$ cat src/rtl/lsu_pkg.sv
// Shared definitions for the load/store unit: widths, funct3 codes, FSM states, fault check.
package lsu_pkg;

    localparam int unsigned XLEN = 32;

    localparam logic [2:0] F3_B  = 3'b000;
    localparam logic [2:0] F3_H  = 3'b001;
    localparam logic [2:0] F3_W  = 3'b010;
    localparam logic [2:0] F3_BU = 3'b100;
    localparam logic [2:0] F3_HU = 3'b101;

    typedef enum logic [1:0] {
        IDLE  = 2'd0,
        READ  = 2'd1,
        WRITE = 2'd2,
        RESP  = 2'd3
    } lsu_state_e;

    // True when a request can never touch memory: bad funct3, misaligned, or beyond the array.
    function automatic logic req_faults(input logic            we,
                                        input logic [2:0]      f3,
                                        input logic [XLEN-1:0] addr,
                                        input int unsigned     mem_words);
        logic legal;
        logic misaligned;
        logic out_of_range;
        if (we) begin
            legal = (f3 == F3_B) || (f3 == F3_H) || (f3 == F3_W);
        end else begin
            legal = (f3 == F3_B) || (f3 == F3_H) || (f3 == F3_W) ||
                    (f3 == F3_BU) || (f3 == F3_HU);
        end
        misaligned   = ((f3[1:0] == 2'b01) && addr[0]) ||
                       ((f3[1:0] == 2'b10) && (addr[1:0] != 2'b00));
        out_of_range = {2'b00, addr[XLEN-1:2]} >= XLEN'(mem_words);
        return !legal || misaligned || out_of_range;
    endfunction

endpackage

$ cat src/rtl/lsu_align.sv
// Byte-lane logic: load extraction/extension and sub-word store merge into a memory word.
module lsu_align
    import lsu_pkg::*;
(
    input  logic [2:0]      funct3,
    input  logic [1:0]      addr_lo,
    input  logic [XLEN-1:0] word,
    input  logic [15:0]     wdata,
    output logic [XLEN-1:0] load_data_c,
    output logic [XLEN-1:0] store_word_c
);

    logic [4:0]      byte_sh;
    logic [4:0]      half_sh;
    logic [7:0]      byte_val;
    logic [15:0]     half_val;
    logic [XLEN-1:0] byte_mask;
    logic [XLEN-1:0] half_mask;

    // Select the addressed lane, then extend for loads or splice in new data for stores.
    always_comb begin
        byte_sh      = {addr_lo, 3'b000};
        half_sh      = {addr_lo[1], 4'b0000};
        byte_val     = 8'(word >> byte_sh);
        half_val     = 16'(word >> half_sh);
        byte_mask    = XLEN'(32'h0000_00FF) << byte_sh;
        half_mask    = XLEN'(32'h0000_FFFF) << half_sh;
        load_data_c  = '0;
        store_word_c = word;
        case (funct3)
            F3_B: begin
                load_data_c  = {{24{byte_val[7]}}, byte_val};
                store_word_c = (word & ~byte_mask) |
                               ((XLEN'(wdata[7:0]) << byte_sh) & byte_mask);
            end
            F3_H: begin
                load_data_c  = {{16{half_val[15]}}, half_val};
                store_word_c = (word & ~half_mask) |
                               ((XLEN'(wdata) << half_sh) & half_mask);
            end
            F3_W:    load_data_c = word;
            F3_BU:   load_data_c = {24'h00_0000, byte_val};
            F3_HU:   load_data_c = {16'h0000, half_val};
            default: load_data_c = '0;
        endcase
    end

endmodule

$ cat src/rtl/load_store_unit.sv
// Data-memory initiator: one request at a time, word accesses, read-modify-write for SB/SH.
module load_store_unit
    import lsu_pkg::*;
#(
    parameter int unsigned MEM_WORDS = 64
) (
    input  logic            clk,
    input  logic            reset,
    input  logic            req_valid,
    output logic            req_ready,
    input  logic            req_we,
    input  logic [2:0]      req_funct3,
    input  logic [XLEN-1:0] req_addr,
    input  logic [XLEN-1:0] req_wdata,
    output logic            rsp_valid,
    output logic [XLEN-1:0] rsp_rdata,
    output logic            rsp_fault,
    output logic [XLEN-1:0] mem_addr,
    output logic [XLEN-1:0] mem_write_data,
    output logic            mem_write,
    output logic            mem_read,
    input  logic [XLEN-1:0] mem_read_data
);

    lsu_state_e      state_q, state_d;
    logic            we_q, we_d;
    logic [2:0]      f3_q, f3_d;
    logic [1:0]      addr_lo_q, addr_lo_d;
    logic [15:0]     wdata_q, wdata_d;

    logic            req_ready_q, req_ready_d;
    logic            rsp_valid_q, rsp_valid_d;
    logic [XLEN-1:0] rsp_rdata_q, rsp_rdata_d;
    logic            rsp_fault_q, rsp_fault_d;
    logic [XLEN-1:0] mem_addr_q, mem_addr_d;
    logic [XLEN-1:0] mem_write_data_q, mem_write_data_d;
    logic            mem_write_q, mem_write_d;
    logic            mem_read_q, mem_read_d;

    logic            req_fault_c;
    logic [XLEN-1:0] word_idx_c;
    logic [XLEN-1:0] load_data_c;
    logic [XLEN-1:0] store_word_c;

    lsu_align u_align (
        .funct3       (f3_q),
        .addr_lo      (addr_lo_q),
        .word         (mem_read_data),
        .wdata        (wdata_q),
        .load_data_c  (load_data_c),
        .store_word_c (store_word_c)
    );

    assign req_ready      = req_ready_q;
    assign rsp_valid      = rsp_valid_q;
    assign rsp_rdata      = rsp_rdata_q;
    assign rsp_fault      = rsp_fault_q;
    assign mem_addr       = mem_addr_q;
    assign mem_write_data = mem_write_data_q;
    assign mem_write      = mem_write_q;
    assign mem_read       = mem_read_q;

    // Next state and next-cycle outputs; outputs are derived from the state being entered.
    always_comb begin
        state_d          = state_q;
        we_d             = we_q;
        f3_d             = f3_q;
        addr_lo_d        = addr_lo_q;
        wdata_d          = wdata_q;
        req_ready_d      = 1'b0;
        rsp_valid_d      = 1'b0;
        rsp_rdata_d      = '0;
        rsp_fault_d      = 1'b0;
        mem_addr_d       = '0;
        mem_write_data_d = '0;
        mem_write_d      = 1'b0;
        mem_read_d       = 1'b0;
        req_fault_c      = req_faults(req_we, req_funct3, req_addr, MEM_WORDS);
        word_idx_c       = {2'b00, req_addr[XLEN-1:2]};

        case (state_q)
            IDLE: begin
                if (req_valid) begin
                    we_d      = req_we;
                    f3_d      = req_funct3;
                    addr_lo_d = req_addr[1:0];
                    wdata_d   = req_wdata[15:0];
                    if (req_fault_c) begin
                        state_d     = RESP;
                        rsp_valid_d = 1'b1;
                        rsp_fault_d = 1'b1;
                    end else if (req_we && (req_funct3 == F3_W)) begin
                        state_d          = WRITE;
                        mem_write_d      = 1'b1;
                        mem_addr_d       = word_idx_c;
                        mem_write_data_d = req_wdata;
                    end else begin
                        state_d    = READ;
                        mem_read_d = 1'b1;
                        mem_addr_d = word_idx_c;
                    end
                end else begin
                    req_ready_d = 1'b1;
                end
            end
            READ: begin
                if (we_q) begin
                    state_d          = WRITE;
                    mem_write_d      = 1'b1;
                    mem_addr_d       = mem_addr_q;
                    mem_write_data_d = store_word_c;
                end else begin
                    state_d     = RESP;
                    rsp_valid_d = 1'b1;
                    rsp_rdata_d = load_data_c;
                end
            end
            WRITE: begin
                state_d     = RESP;
                rsp_valid_d = 1'b1;
            end
            RESP: begin
                state_d     = IDLE;
                req_ready_d = 1'b1;
            end
            default: begin
                state_d     = IDLE;
                req_ready_d = 1'b1;
            end
        endcase
    end

    // State, captured request fields and registered outputs; reset aborts any access.
    always_ff @(posedge clk or negedge reset) begin
        if (!reset) begin
            state_q          <= IDLE;
            we_q             <= 1'b0;
            f3_q             <= 3'b000;
            addr_lo_q        <= 2'b00;
            wdata_q          <= 16'h0000;
            req_ready_q      <= 1'b1;
            rsp_valid_q      <= 1'b0;
            rsp_rdata_q      <= '0;
            rsp_fault_q      <= 1'b0;
            mem_addr_q       <= '0;
            mem_write_data_q <= '0;
            mem_write_q      <= 1'b0;
            mem_read_q       <= 1'b0;
        end else begin
            state_q          <= state_d;
            we_q             <= we_d;
            f3_q             <= f3_d;
            addr_lo_q        <= addr_lo_d;
            wdata_q          <= wdata_d;
            req_ready_q      <= req_ready_d;
            rsp_valid_q      <= rsp_valid_d;
            rsp_rdata_q      <= rsp_rdata_d;
            rsp_fault_q      <= rsp_fault_d;
            mem_addr_q       <= mem_addr_d;
            mem_write_data_q <= mem_write_data_d;
            mem_write_q      <= mem_write_d;
            mem_read_q       <= mem_read_d;
        end
    end

endmodule

$ cat config.mk
export PLATFORM = sky130hd
export DESIGN_NAME = load_store_unit
export DESIGN_NICKNAME = d
export VERILOG_FILES = /design/src/rtl/lsu_pkg.sv /design/src/rtl/lsu_align.sv /design/src/rtl/load_store_unit.sv
export SDC_FILE = /design/constraint.sdc
export NUM_CORES = 1
export LEC_CHECK = 0
export CORE_MARGIN = 2
export CORE_UTILIZATION = 45
export CTS_BUF_LIST = sky130_fd_sc_hd__clkbuf_16
export CTS_CLUSTER_DIAMETER = 80
export DETAILED_ROUTE_END_ITERATION = 8
export PLACE_DENSITY = 0.81
export REMOVE_ABC_BUFFERS = 1
export SLEW_MARGIN = 20
export SYNTH_ARGS = -nofsm -noshare
export SYNTH_HDL_FRONTEND = slang
export SYNTH_SLANG_ARGS = --single-unit
$ cat constraint.sdc
create_clock -name clk -period 4.2 [get_ports clk]
set_clock_uncertainty 0.15 [all_clocks]
set_input_delay 1.26 -clock clk [delete_from_list [all_inputs] [get_ports clk]]
set_output_delay 1.26 -clock clk [all_outputs]
set_load 0.03 [all_outputs]
==> summary.txt <==
die area: 0.0133 mm2
Power, Total: 5.07 mW
Worst path slowest cell: clkdlybuf4s50_1
cell area after synthesis: 0.00559 mm2
Fmax: 332 MHz
WL per Instance: 19.4 um
DRC: 0
I/O pins: 204
EDFF count, synth: 0
max incr delay on CP: 660 ps
antenna violations before repair: 0
Global Route Usage Sum: 26.8%
power density over the cells: 608 mW/mm2
Max FO, Critical Path: 1
port bufs: 201
Tightest Pin Transition: 1070 ps
Most Used Layer, Global Route: met2
ranking of synthesized cells by area: dfrtp_1 55%, nand2_1 7.9%, a21oi_1 4.0%, mux4_2 3.2%, and3_1 2.7%
Period minus WS final: 3010 ps
routability cong.: 0.860
root buffer cell: clkbuf_16
post-synth cell types: 50
Hold Violations, Final: 0
CTS buffer count: 17
area taken by multi-input logic gates: 0.00229 mm2
Core Box Area: 0.0121 mm2
Synth Area in Compound Gates: 17.7%
vias per cell: 5.80
Synth Area in Adders: 0.896%
vias in the first global route: 5399
Layout Nets: 837
post-DP HPWL: 11.8 mm
Buf+Inv Stages, Crit Path: 1
setup ws final: 1190 ps
pre-CTS setup slack: 986 ps
H-tree levels: 4
via count: 5286
clock sinks: 123
VDD IR max: 0.343 mV
post-synthesis simple-gate area fraction: 18.6%
met1 usage: 33.4%
area grow syn2layout: 49.2%
hold_buf cts: 0
post-synthesis xor/xnor area fraction: 0%
CTS clk-pin slew, worst paths: 60 ps
DP Cell Count: 879
Final setup viols: 0
gr ovfl total: 0
share of the yosys chip area belonging to registers: 55.1%
antenna cells: 0
max-slew violation count: 0
first-pass GRT wire length: 27.2 mm
RSZ-0062 raised after global routing: no
most common cell after layout, fill and taps aside: clkdlybuf4s50_1
final cell count without fillers: 911
met3 usage: 7.32%
CTS tree: yes
Worst Path Required: 2790 ps
met2 Use GR: 43.9%
register cell area after layout: 0.00308 mm2
CTS resizes: 0
top-area cell type share of the netlist area: 54.7%
pin count of the biggest net entering global routing: 76
mean post-synth cell area: 10.3 um2
ANT nets after route: 0
setup bufs post-CTS: 0
period utilization: 71.6%
synthesized instance count: 544
outcome: completed
Post-synth ARST share: 100%
drt pass-1 iters: 8
mux contribution to synthesized area: 3.63%
clk_lat worst skew: 420 ps
layout cells sized above 1: 9.29%
commonest cells after routing, fill and taps aside: 200 x clkdlybuf4s50_1, 122 x dfrtp_1, 118 x nand2_1, 45 x a21oi_1
WS Path Type: reg2out
Ys Warns: 0
Total Neg Setup Slack: 0 ps
drt total wl: 17.7 mm
CP arrival: 1600 ps
cell taking the most area after synthesis: dfrtp_1
Core Rows: 40
Clock Tree Buf Depth: 2
# Max-Cap Violations: 0
die width: 115 um
Worst Hold Class: reg2reg
static leakage: 3.60 nW
1st-iter DRT viols: 501
crit path cell chain: clkdlybuf4s50_1
Slew HR: 28.2%
# fillers: 914
Die Y: 115 um
ys flop type: dfrtp_1
Startpoint Class: register
CP top delay family: buffers and inverters
largest family of logic cells by synthesized area: simple AND/OR/NAND/NOR gates
Initial Util: 46.3%
Yosys reg bits: 123
crit path capture type: primary output
-- per-stage QoR --
step	utilization, %	hold WS [ps]	area [um2]
final	69.1	327	8330
after global routing	69.1	360	8330
after floorplan	-	296	5380
after global placement	63.7	316	7690
after detailed placement	63.7	314	7690
after CTS	69.1	327	8330
-- Yosys cell counts, types with 8 or more instances --
master    instances
nand2_1         118
and4_1           10
clkbuf_1         32
a21boi_0          9
and3_1           24
a41oi_1           8
dfrtp_1         122
nor2_1            8
o21ai_0          23
a22oi_1           8
nand3_1           8
a21oi_1          45
a32o_1           14
mux4_2            8
o22ai_1          24
-- layer usage --
layer | routed length (um) | up-vias
met5 | 0 | -
met4 | 440 | 0
met3 | 1610 | 48
met2 | 8670 | 306
met1 | 6950 | 2585
li1 | - | 2347
-- report_power, final --
| part | total [mW] | internal, mW | switching [mW] |
|---|---|---|---|
| clock network | 1.60 | 1.05 | 0.546 |
| logic | 1.81 | 0.687 | 1.13 |
| registers | 1.65 | 1.40 | 0.257 |
| total | 5.07 | 3.14 | 1.93 |
-- registers in the layout, indices dropped and copies added (netlist names) --
name            cells
req_ready           1
state_q             2
rsp_fault           1
f3_q                3
mem_read            1
addr_lo_q           2
we_q                1
mem_addr           30
rsp_valid           1
rsp_rdata          32
wdata_q            16
mem_write           1
mem_write_data     32
-- kinds of logic (layout without fill, tap and decap cells) --
logic type,after synthesis,in the layout
simple gates,207,207
flops,123,123
fa+ha+maj,4,4
mux,10,10
other cells,1,2
compound gates,151,151
buf+inv,48,246
-- final timing paths --
| check | cells past startpoint | endpoint | start | slack, ps |
|---|---|---|---|---|
| setup / recovery | 1 | req_ready | req_ready | 1190 |
| hold / removal | 2 | wdata_q[13] | wdata_q[13] | 330 |
| min in group asynchronous | 1 | mem_addr[21] | reset | 710 |
| setup reg to reg | 4 | mem_write_data[4] | f3_q[0] | 1240 |
| hold reg to reg | 2 | wdata_q[13] | wdata_q[13] | 330 |
| max in group asynchronous | 2 | rsp_rdata[12] | reset | 2380 |
-- layout make-up --
type | instances | area share, %
sequential | 123 | 36.9
multi-input combinational | 374 | 27.5
timing repair buffer | 211 | 25.2
clock buffer | 17 | 5.10
clock inverter | 15 | 2.67
tap | 168 | 2.52
inverter | 3 | 0.135
-- worst register-to-register path, stage by stage (launching register included) --
cell,delay [ps]
dfrtp_1,880
nand2b_1,790
nand2_1,540
a21oi_1,340
o22ai_1,120
(Power assumes the default switching activity.)
